===== src/rtl/motor_pwm_decode.sv =====
// motor_pwm_decode: recovers the signed speed command and brake/coast/fault/sat
// status of one motor from its fwd/rev PWM lines over fixed 1024-cycle windows.
module motor_pwm_decode (
    input  logic        clk,
    input  logic        rst,
    input  logic        fwd,
    input  logic        rev,
    input  logic        clr,
    output logic [10:0] speed,
    output logic        vld,
    output logic        brake,
    output logic        coast,
    output logic        fault,
    output logic        sat
);
    logic [9:0]  win_q;
    logic [10:0] fcnt_q, rcnt_q, f_s, r_s, speed_q, speed_d;
    logic [9:0]  f_m, r_m;
    logic        vld_q, brake_q, coast_q, fault_q, sat_q;
    logic        brake_d, coast_d, fault_d, sat_d, end_w, both_full, none, both;
    always_comb begin
        // Counts include this edge's sample; bit 10 set only at exactly 1024.
        f_s       = (fwd && !fcnt_q[10]) ? fcnt_q + 11'd1 : fcnt_q;
        r_s       = (rev && !rcnt_q[10]) ? rcnt_q + 11'd1 : rcnt_q;
        f_m       = f_s[10] ? 10'h3FF : f_s[9:0];
        r_m       = r_s[10] ? 10'h3FF : r_s[9:0];
        end_w     = win_q == 10'd1023;
        both_full = f_s[10] && r_s[10];
        none      = f_s == 11'd0 && r_s == 11'd0;
        both      = f_s != 11'd0 && r_s != 11'd0;
        brake_d   = both_full;
        coast_d   = none;
        fault_d   = both && !both_full;
        sat_d     = (r_s == 11'd0 && f_s[10]) || (f_s == 11'd0 && r_s[10]);
        speed_d   = both_full        ? 11'h000 :
                    none             ? 11'h7FF :
                    both             ? speed_q :
                    r_s == 11'd0     ? {1'b0, f_m} : {1'b1, ~r_m};
    end
    always_ff @(posedge clk) begin
        if (rst) begin
            win_q   <= '0;
            fcnt_q  <= '0;
            rcnt_q  <= '0;
            speed_q <= '0;
            vld_q   <= 1'b0;
            brake_q <= 1'b1;
            coast_q <= 1'b0;
            fault_q <= 1'b0;
            sat_q   <= 1'b0;
        end else if (clr) begin
            win_q  <= '0;
            fcnt_q <= '0;
            rcnt_q <= '0;
            vld_q  <= 1'b0;
        end else begin
            win_q  <= win_q + 10'd1;
            fcnt_q <= end_w ? 11'd0 : f_s;
            rcnt_q <= end_w ? 11'd0 : r_s;
            vld_q  <= end_w;
            if (end_w) begin
                speed_q <= speed_d;
                brake_q <= brake_d;
                coast_q <= coast_d;
                fault_q <= fault_d;
                sat_q   <= sat_d;
            end
        end
    end
    assign speed = speed_q;
    assign vld   = vld_q;
    assign brake = brake_q;
    assign coast = coast_q;
    assign fault = fault_q;
    assign sat   = sat_q;
endmodule


===== config.mk =====
export PLATFORM = sky130hd
export DESIGN_NAME = motor_pwm_decode
export DESIGN_NICKNAME = d
export VERILOG_FILES = /design/src/rtl/motor_pwm_decode.sv
export SDC_FILE = /design/constraint.sdc
export NUM_CORES = 1
export LEC_CHECK = 0
export BUFFER_PORTS_ARGS = -buffer_cell sky130_fd_sc_hd__buf_2
export CORE_MARGIN = 5
export CORE_UTILIZATION = 45
export DETAILED_ROUTE_END_ITERATION = 8
export HOLD_SLACK_MARGIN = 0.06
export PLACE_DENSITY = 0.69
export SLEW_MARGIN = 10
export SYNTH_ARGS = -nofsm -noshare
export SYNTH_HDL_FRONTEND = slang
export SYNTH_SLANG_ARGS = --single-unit

===== constraint.sdc =====
create_clock -name clk -period 2.4 [get_ports clk]
set_input_delay 0.48 -clock clk [delete_from_list [all_inputs] [get_ports clk]]
set_output_delay 0.48 -clock clk [all_outputs]
set_load 0.02 [all_outputs]

==> impl_metrics.tcl, run 1 <==
set metrics [dict create \
    critPathMaxStageDelay_ns 0.51 \
    drv_cap 0 \
    ys_ff_latch 48 \
    yosysWarnings 0 \
    vias 2220 \
    cpMaxStageDelayCell "a2111o_1" \
    ys.flop_type "dfxtp_1" \
    grt_pass1_vias 2137 \
    clkSinkCount 48 \
    portBuffers 20 \
    fin_crit_sh_pct 97.6 \
    antenna_found_initial 0 \
    initial_core_util_pct 46.8 \
    p_clk_share_pct 36.0 \
    startpoint_type "register" \
    tightest_slew_ns 0.569 \
    synth_cells 283 \
    root_buffer "clkbuf_8" \
    wire_per_inst_um 14.6 \
    cp_cell_sequence "nand4b_1 > nor3_2 > mux2_2 > a2111o_1 > o32ai_2 > a21oi_1 > o21ai_0" \
    fill_cells 466 \
    path_clk_slew_ns 0.09 \
    ant_nets 0 \
    row_count 26 \
    slew_viol_final 0 \
    drt-total-wl_um 5880 \
    io_pins 21 \
    finalInstanceArea_sq_um 2960 \
    ir_worst_vdd_mv 0.259 \
    min_path_type "register to register" \
    drt-pass1-iter-count 4 \
    cts_buffers 5 \
    htreeDepth 2 \
    drt_iter0_drc 156 \
    ys_seq_area_share_pct 39.7 \
    die_height_um 83.3 \
    power.leakage_nw 1.14 \
    multi_input_area_sq_um 1470 \
    drive_gt1_share_pct 25.2 \
    power_frac_seq_pct 57.5 \
    area_delta_synth_final_pct 22.2 \
    path_class "register to register" \
    fmax_mhz 427 \
    grt_usage_pct 17.1 \
    synth_edf_count 0 \
    critical_path.top_delay_family "compound AO/OA/AOI/OAI gates" \
    die_area_sq_um 6940 \
    placed_area_sq_um 2770 \
    syn-num-nets 291 \
    cp_max_fo 7 \
    run_status "complete, no violations" \
    clock_latency_ns 0.30 \
    dp_hpwl_um 4460 \
    drc 0 \
    grt_overflow_total 0 \
    diodes 0 \
    period_needed_ns 2.34 \
    grt_max_degree 18 \
    powerDensity_nw_per_um2 473 \
    hold_ws_ns 0.452 \
    via_per_inst 5.51 \
    clockBufferDepth 2 \
    cts_tree "yes" \
    numPlacedInstances 391 \
    synthArstFlopShare_pct 0 \
    setup_viol 0 \
    grt_first_pass_wirelength_um 9930 \
    syn_avg_cell_area_sq_um 8.55 \
    slew_headroom_pct 61.9 \
    crit_buf_inv 0 \
    cp-end-kind "register" \
    power_frac_comb_pct 6.5 \
    synth_area_sq_um 2420 \
    crit_required_ns 2.62 \
    finalHoldViolCount 0 \
    skew_ns 0.0109 \
    cts_hold_buffers 0 \
    register_area_sq_um 962 \
    critical_path_arrival_ns 2.56 \
    core_area_sq_um 5170 \
    p_sw_w 0.000325 \
    power_switching_share_pct 23.2 \
    synth_cell_types 52 \
    nNetsFinal 340 \
    die_x_um 83.3 \
    gp_congestion 0.847 \
    p_int_w 0.00107 \
    finalNonFillerCells 403 \
]
routing by layer:
| layer | up-vias | wire length (um) | global-route usage [%] |
|---|---|---|---|
| met1 | 1035 | 2700 | 22.4 |
| li1 | 1114 | - | - |
| met3 | 11 | 295 | 3.66 |
| met5 | - | 0 | 0 |
| met2 | 60 | 2770 | 28.2 |
| met4 | 0 | 113 | 5.35 |
logic make-up after synthesis:
| group | after synthesis | synth area share, % |
|---|---|---|
| simple gates | 141 | 31.1 |
| compound gates | 49 | 14.3 |
| flops | 48 | 39.7 |
| xor+xnor | 28 | 10.1 |
| buf+inv | 11 | 1.97 |
| mux | 3 | 1.29 |
| fa+ha+maj | 3 | 1.55 |
cell usage after synthesis, types with 3 or more instances:
cell | n | area [sq um]
a21boi_0 | 5 | 37.5
xnor2_1 | 15 | 131
nand3_1 | 9 | 45.0
a21oi_1 | 6 | 30.0
xor2_1 | 13 | 114
o22ai_1 | 3 | 18.8
or4_1 | 3 | 22.5
or3_1 | 3 | 18.8
nor3_1 | 7 | 35.0
o32ai_1 | 3 | 26.3
ha_1 | 3 | 37.5
and3_1 | 8 | 50.1
nand4_1 | 9 | 56.3
nand2b_1 | 11 | 68.8
o21ai_0 | 13 | 65.1
nor4_1 | 5 | 31.3
o31ai_1 | 3 | 22.5
nor2_1 | 45 | 169
a221oi_1 | 3 | 26.3
clkbuf_1 | 7 | 26.3
dfxtp_1 | 48 | 961
nand2_1 | 18 | 67.6
and2_1 | 4 | 25.0
or2_2 | 3 | 18.8
final timing paths:
path                        start                     to  slack, ns  depth (start not counted)
min reg2reg    coast$_SDFFE_PP0P_     coast$_SDFFE_PP0P_       0.45                          2
max          fcnt_q[2]$_SDFF_PP0_  speed[4]$_SDFFE_PP0P_       0.06                          7
min            coast$_SDFFE_PP0P_     coast$_SDFFE_PP0P_       0.45                          2
max reg2reg  fcnt_q[2]$_SDFF_PP0_  speed[4]$_SDFFE_PP0P_       0.06                          7
cells in the final DEF, fill, tap and decap left out, types with 3 or more instances in the layout:
master | synthesis | routed
buf_2 | 2 | 20
nand2b_1 | 11 | 11
clkbuf_8 | 0 | 6
nand3_1 | 9 | 8
xor2_1 | 13 | 13
and2_1 | 4 | 4
a21oi_1 | 6 | 6
nor2_1 | 45 | 44
o21ai_0 | 13 | 13
xnor2_1 | 15 | 15
nand2_1 | 18 | 18
a21boi_0 | 5 | 5
and3_1 | 8 | 8
buf_4 | 1 | 32
nor4_1 | 5 | 5
nand4_1 | 9 | 9
nor3_1 | 7 | 6
or2_2 | 3 | 3
dfxtp_1 | 48 | 47
a221oi_1 | 3 | 3
or3_1 | 3 | 3
o22ai_1 | 3 | 3
what timing repair did:
item | CTS | global route
pin swaps | 1 | 6
gates resized for setup | 2 | 11
setup endpoints to repair | 5 | 14
setup buffers | 0 | 4
worst min-delay path, stage by stage (launching register included):
cell and delay, ns:
dfxtp_1 0.32, nand2_1 0.05, a21oi_1 0.05
flip-flops by register name, summed over array words and instances, names as in the netlist:
name	flops
coast	1
fcnt_q	11
speed	11
vld	1
fault	1
rcnt_q	11
sat	1
win_q	10
brake	1
through the flow:
step | setup TNS (ns) | total power, W | utilization, % | worst slack (ns)
6_report | 0 | 0.00140 | 57.2 | 0.0566
5_1_grt | -0.196 | 0.00145 | 57.2 | -0.0710
4_1_cts | 0 | 0.00141 | 55.7 | 0.0533
3_5_place_dp | -0.638 | 0.000910 | 53.6 | -0.0924
3_3_place_gp | -0.0940 | 0.000909 | 53.6 | -0.0194
2_1_floorplan | 0 | 0.000872 | - | 0.0571
cell type report:
| cell class | count | area share (%) |
|---|---|---|
| multi-input cells | 224 | 49.6 |
| flip-flops and latches | 48 | 32.5 |
| repair buffers | 52 | 11.5 |
| well taps | 70 | 2.96 |
| clock buffers | 6 | 2.79 |
| clock inverters | 2 | 0.508 |
| inverters | 1 | 0.127 |
power groups by stage:
stage	Sequential, W	Combinational [W]	Clock [W]
3_3_place_gp	0.000822	0.0000869	0
6_report	0.000804	0.0000907	0.000504
2_1_floorplan	0.000822	0.0000504	0
4_1_cts	0.000803	0.0000893	0.000515
5_1_grt	0.000805	0.0000995	0.000548
3_5_place_dp	0.000822	0.0000875	0
(Power assumes the default switching activity.)
==> run 2: changes to the inputs <==
--- a/config.mk
+++ b/config.mk
@@ -9,6 +9,7 @@
 export CORE_MARGIN = 5
 export CORE_UTILIZATION = 45
 export DETAILED_ROUTE_END_ITERATION = 8
+export GPL_TIMING_DRIVEN = 0
 export HOLD_SLACK_MARGIN = 0.06
 export PLACE_DENSITY = 0.69
 export SLEW_MARGIN = 10
==> impl_metrics.tcl, run 2 (synthesis results as in run 1) <==
set metrics [dict create \
    layout_common_cells "nor2_1 (42), dfxtp_1 (41), buf_2 (19), nand2_1 (17), buf_4 (17)" \
    cp_cell_sequence "buf_4 > or4_1 > a211o_1 > a2111o_2 > o211ai_4 > and2_4 > o21ai_1" \
    ant_nets 0 \
    numPlacedInstances 372 \
    clockBufferDepth 2 \
    die_height_um 83.3 \
    cts_buffers 5 \
    area_delta_synth_final_pct 27.0 \
    fill_cells 450 \
    via_per_inst 5.53 \
    dp_hpwl_um 4010 \
    ir_worst_vdd_mv 0.487 \
    die_x_um 83.3 \
    grt_overflow_total 0 \
    portBuffers 19 \
    gp_congestion 0.924 \
    clock_latency_ns 0.31 \
    fmax_mhz 420 \
    root_buffer "clkbuf_8" \
    vias 2190 \
    drv_cap 0 \
    io_pins 21 \
    tightest_slew_ns 0.486 \
    row_count 26 \
    nNetsFinal 333 \
    drt_iter0_drc 138 \
    fin_crit_sh_pct 99.3 \
    worstHoldPathCells 2 \
    grt_pass1_vias 2009 \
    path_clk_slew_ns 0.09 \
    drt-pass1-iter-count 6 \
    antenna_found_initial 0 \
    startpoint "fcnt_q[0]$_SDFF_PP0_" \
    drive_gt1_share_pct 27.6 \
    critPathMaxStageDelay_ns 0.54 \
    core_area_sq_um 5170 \
    worstReg2RegStart "fcnt_q[0]$_SDFF_PP0_" \
    finalNonFillerCells 396 \
    setup_viol 0 \
    cpMaxStageDelayCell "a2111o_2" \
    rsz0062_at_grt "yes" \
    grt_first_pass_wirelength_um 9540 \
    critical_path_arrival_ns 2.57 \
    diodes 0 \
    tns_ns 0 \
    powerDensity_nw_per_um2 522 \
    drt-total-wl_um 6070 \
    final_common_cell "nor2_1" \
    startpoint_type "register" \
    reg2reg_slack_ns 0.02 \
    slew_viol_final 0 \
    cts_tree "yes" \
    min_path_type "register to register" \
    finalHoldViolCount 0 \
    die_area_sq_um 6940 \
    period_needed_ns 2.38 \
    drc 0 \
    skew_ns 0.0179 \
    htreeDepth 2 \
    grt_usage_pct 16.6 \
    clkSinkCount 48 \
    cp_max_fo 7 \
    ff2ff_path_depth 7 \
    power.leakage_nw 1.18 \
    path_class "register to register" \
    hold_path_startpoint "coast$_SDFFE_PP0P_" \
    register_area_sq_um 975 \
    slew_headroom_pct 67.6 \
    wire_per_inst_um 15.3 \
    r2r_end "speed[0]$_SDFFE_PP0P_" \
    run_status "complete, no violations" \
    crit_required_ns 2.59 \
    holdPathEnd "coast$_SDFFE_PP0P_" \
    initial_core_util_pct 46.8 \
    cp-end-kind "register" \
    grt_max_degree 17 \
    multi_input_area_sq_um 1580 \
]
run 2: changes by cell type in the layout (fill, tap and decap cells not counted), moves of 3 or more:
cell / change
buf_4: -15
clkbuf_1: +5
dfxtp_1: -6
dfxtp_2: +4
o21ai_0: -4
o21ai_1: +4
o22ai_1: -3
o22ai_2: +3
run 2: area by class of cell:
| cell class | count | area share [%] |
|---|---|---|
| multi-input combinational | 224 | 51.4 |
| sequential | 48 | 31.7 |
| timing repair buffer | 36 | 7.65 |
| tap | 70 | 2.85 |
| clock buffer | 5 | 2.24 |
| clock inverter | 3 | 2.24 |
| buffer | 9 | 1.83 |
| inverter | 1 | 0.122 |
run 2: worst max-delay path, delay by kind of cell (launching register included):
kind	cells	cell delay, ns
compound gates	4	1.04
simple gates	2	0.73
buf+inv	1	0.15
flops	1	0.33
run 2: through the flow:
stage	area [sq um]	setup WS, ns	power [W]	util, %	hold WS, ns
global placement	2600	-0.405	0.000892	50.3	0.440
finish	3070	0.0177	0.00160	59.4	0.456
floorplan	2420	0.0571	0.000872	-	0.441
detailed placement	2600	-0.439	0.000892	50.3	0.445
CTS	2860	-0.00625	0.00159	55.2	0.458
global route	3070	-0.0483	0.00166	59.4	0.480
run 2: metal layers:
layer | GRT usage [%] | up-vias | share of wire, %
met2 | 27.8 | 48 | 49
met4 | 5.35 | 0 | 1.7
met1 | 21.4 | 1039 | 45
met5 | 0 | - | 0
li1 | - | 1092 | -
met3 | 3.27 | 11 | 4.0
run 2: what timing repair did:
item                                    4_1_cts  5_1_grt
gates resized for setup                      17       36
hold buffers                                  0        0
endpoints found under the setup margin       14       14
buffers inserted                              5       12
pin swaps                                     5       13
run 2: worst max-delay path by stage:
| stage | endpoint | slack, ns |
|---|---|---|
| 2_1_floorplan | speed[2]$_SDFFE_PP0P_ | 0.06 |
| 3_3_place_gp | speed[2]$_SDFFE_PP0P_ | -0.40 |
| 3_5_place_dp | speed[2]$_SDFFE_PP0P_ | -0.44 |
| 4_1_cts | speed[2]$_SDFFE_PP0P_ | -0.006 |
| 5_1_grt | speed[3]$_SDFFE_PP0P_ | -0.05 |
| 6_report | speed[0]$_SDFFE_PP0P_ | 0.02 |
run 2: where the power goes:
part	total [W]	switching (W)	internal (W)	leakage, nW
Combinational	0.0000939	0.0000534	0.0000406	0.725
Sequential	0.000804	0.00000539	0.000798	0.391
Clock	0.000707	0.000287	0.000419	0.0687
Total	0.00160	0.000346	0.00126	1.18
==> run 3: changes to the inputs <==
--- a/config.mk
+++ b/config.mk
@@ -12,6 +12,7 @@
 export GPL_TIMING_DRIVEN = 0
 export HOLD_SLACK_MARGIN = 0.06
 export PLACE_DENSITY = 0.69
+export SETUP_SLACK_MARGIN = 0.1
 export SLEW_MARGIN = 10
 export SYNTH_ARGS = -nofsm -noshare
 export SYNTH_HDL_FRONTEND = slang
==> impl_metrics.tcl, run 3 (synthesis results as in run 1) <==
set metrics [dict create \
    run_status "complete, no violations" \
    power.leakage_nw 1.13 \
    grt_pass1_vias 2130 \
    hold_ws_ns 0.467 \
    placed_area_sq_um 2610 \
    vias 2161 \
    startpoint_type "register" \
    antenna_found_initial 0 \
    period_needed_ns 2.35 \
    cp-end-kind "register" \
    cts_hold_buffers 0 \
    dp_hpwl_um 3990 \
    finalHoldViolCount 0 \
    die_height_um 83.3 \
    cp_cell_sequence "nand3b_4 > nor2_4 > xor2_1 > or4_4 > buf_8 > o211ai_4 > and2_4 > o22ai_1" \
    path_class "register to register" \
    slew_headroom_pct 68.0 \
    critical_path_arrival_ns 2.54 \
    layout_common_cells "dfxtp_1 (43), nor2_1 (42), buf_2 (19), nand2_1 (18), xnor2_1 (15)" \
    path_clk_slew_ns 0.10 \
    row_count 26 \
    ant_nets 0 \
    tns_ns 0 \
    cpMaxStageDelayCell "or4_4" \
    fmax_mhz 425 \
    via_per_inst 5.50 \
    drc 0 \
    wire_per_inst_um 14.9 \
    r2r_end "speed[2]$_SDFFE_PP0P_" \
    critical_path.top_delay_family "simple AND/OR/NAND/NOR gates" \
    worstHoldPathCells 1 \
    diodes 0 \
    drt-total-wl_um 5860 \
    p_int_w 0.00118 \
    gp_congestion 0.896 \
    holdPathEnd "brake$_SDFFE_PP1P_" \
    grt_overflow_total 0 \
    rsz0062_at_grt "yes" \
    powerDensity_nw_per_um2 500 \
    initial_core_util_pct 46.8 \
    p_clk_share_pct 41.1 \
    ff2ff_path_depth 8 \
    fill_cells 482 \
    cts_buffers 5 \
    reg2reg_slack_ns 0.05 \
    tightest_slew_ns 0.480 \
    grt_usage_pct 17.2 \
    setup_viol 0 \
    die_x_um 83.3 \
    fin_crit_sh_pct 98.0 \
    core_area_sq_um 5170 \
    cp.depth 8 \
    slew_viol_final 0 \
    ir_worst_vdd_mv 0.348 \
    clock_latency_ns 0.31 \
    multi_input_area_sq_um 1590 \
    skew_ns 0.0152 \
    cp_max_fo 6 \
    drt-pass1-iter-count 4 \
    drv_cap 0 \
    drive_gt1_share_pct 27.6 \
    finalInstanceArea_sq_um 3040 \
    critPathMaxStageDelay_ns 0.58 \
    power_switching_share_pct 22.5 \
    clockBufferDepth 2 \
    clkSinkCount 48 \
    register_area_sq_um 975 \
    final_core_util_pct 58.8 \
    crit_required_ns 2.59 \
    io_pins 21 \
    root_buffer "clkbuf_8" \
    p_sw_w 0.000342 \
    finalNonFillerCells 393 \
    cts_tree "yes" \
    nNetsFinal 330 \
    grt_first_pass_wirelength_um 9950 \
    die_area_sq_um 6940 \
    worstReg2RegStart "rcnt_q[10]$_SDFF_PP0_" \
    area_delta_synth_final_pct 25.7 \
    power_frac_seq_pct 52.8 \
    hold_path_startpoint "brake$_SDFFE_PP1P_" \
    grt_max_degree 16 \
    drt_iter0_drc 107 \
    portBuffers 19 \
    htreeDepth 2 \
    final_common_cell "dfxtp_1" \
    crit_buf_inv 1 \
    numPlacedInstances 372 \
    power_frac_comb_pct 6.1 \
    min_path_type "register to register" \
]
[run 3: final cells by class]
| cell class | instances | share of cell area (%) |
|---|---|---|
| clock inverter | 2 | 1.27 |
| multi-input combinational | 224 | 52.4 |
| clock buffer | 6 | 2.71 |
| inverter | 1 | 0.123 |
| sequential | 48 | 32.0 |
| timing repair buffer | 32 | 6.46 |
| buffer | 10 | 2.14 |
| tap | 70 | 2.88 |
[run 3: how the worst max path moves through the flow]
stage	start	to	slack, ns
global route	fcnt_q[0]$_SDFF_PP0_	speed[7]$_SDFFE_PP0P_	-0.03
floorplan	rcnt_q[1]$_SDFF_PP0_	speed[2]$_SDFFE_PP0P_	0.13
global placement	rev	speed[2]$_SDFFE_PP0P_	-0.28
CTS	rcnt_q[2]$_SDFF_PP0_	sat$_SDFFE_PP0P_	0.10
finish	rcnt_q[10]$_SDFF_PP0_	speed[2]$_SDFFE_PP0P_	0.05
detailed placement	fwd	speed[0]$_SDFFE_PP0P_	-0.28
[run 3: repair_timing]
action	in CTS	in global routing
setup buffers	9	4
resized for setup	26	28
pin swaps	7	4
setup endpoints to repair	14	14
[run 3: routing by layer]
| metal | global-route usage (%) | vias to the layer above | share of wire (%) |
|---|---|---|---|
| li1 | - | 1088 | - |
| met1 | 22.9 | 1013 | 46 |
| met2 | 28.4 | 49 | 47 |
| met3 | 3.66 | 11 | 5.2 |
| met4 | 4.31 | 0 | 1.8 |
| met5 | 0 | - | 0 |
[run 3: power groups by stage]
stage / registers, W / logic [W] / clock network [W]
after floorplan: 0.000822 / 0.0000511 / 0
after global placement: 0.000823 / 0.0000698 / 0
after detailed placement: 0.000823 / 0.0000706 / 0
after CTS: 0.000805 / 0.0000829 / 0.000625
after global routing: 0.000803 / 0.000103 / 0.000663
final: 0.000803 / 0.0000933 / 0.000624
[run 3: worst register-to-register path: stages (launching register included)]
cell and delay, ns:
dfxtp_1 0.49, nand3b_4 0.25, nor2_4 0.06, xor2_1 0.19, or4_4 0.58, buf_8 0.16, o211ai_4 0.23, and2_4 0.21
o22ai_1 0.08
[run 3: metrics by stage]
step           total power [W]  setup WS [ns]
2_1_floorplan         0.000873          0.128
3_3_place_gp          0.000893         -0.284
3_5_place_dp          0.000894         -0.281
4_1_cts                0.00151          0.101
5_1_grt                0.00157        -0.0273
6_report               0.00152         0.0480
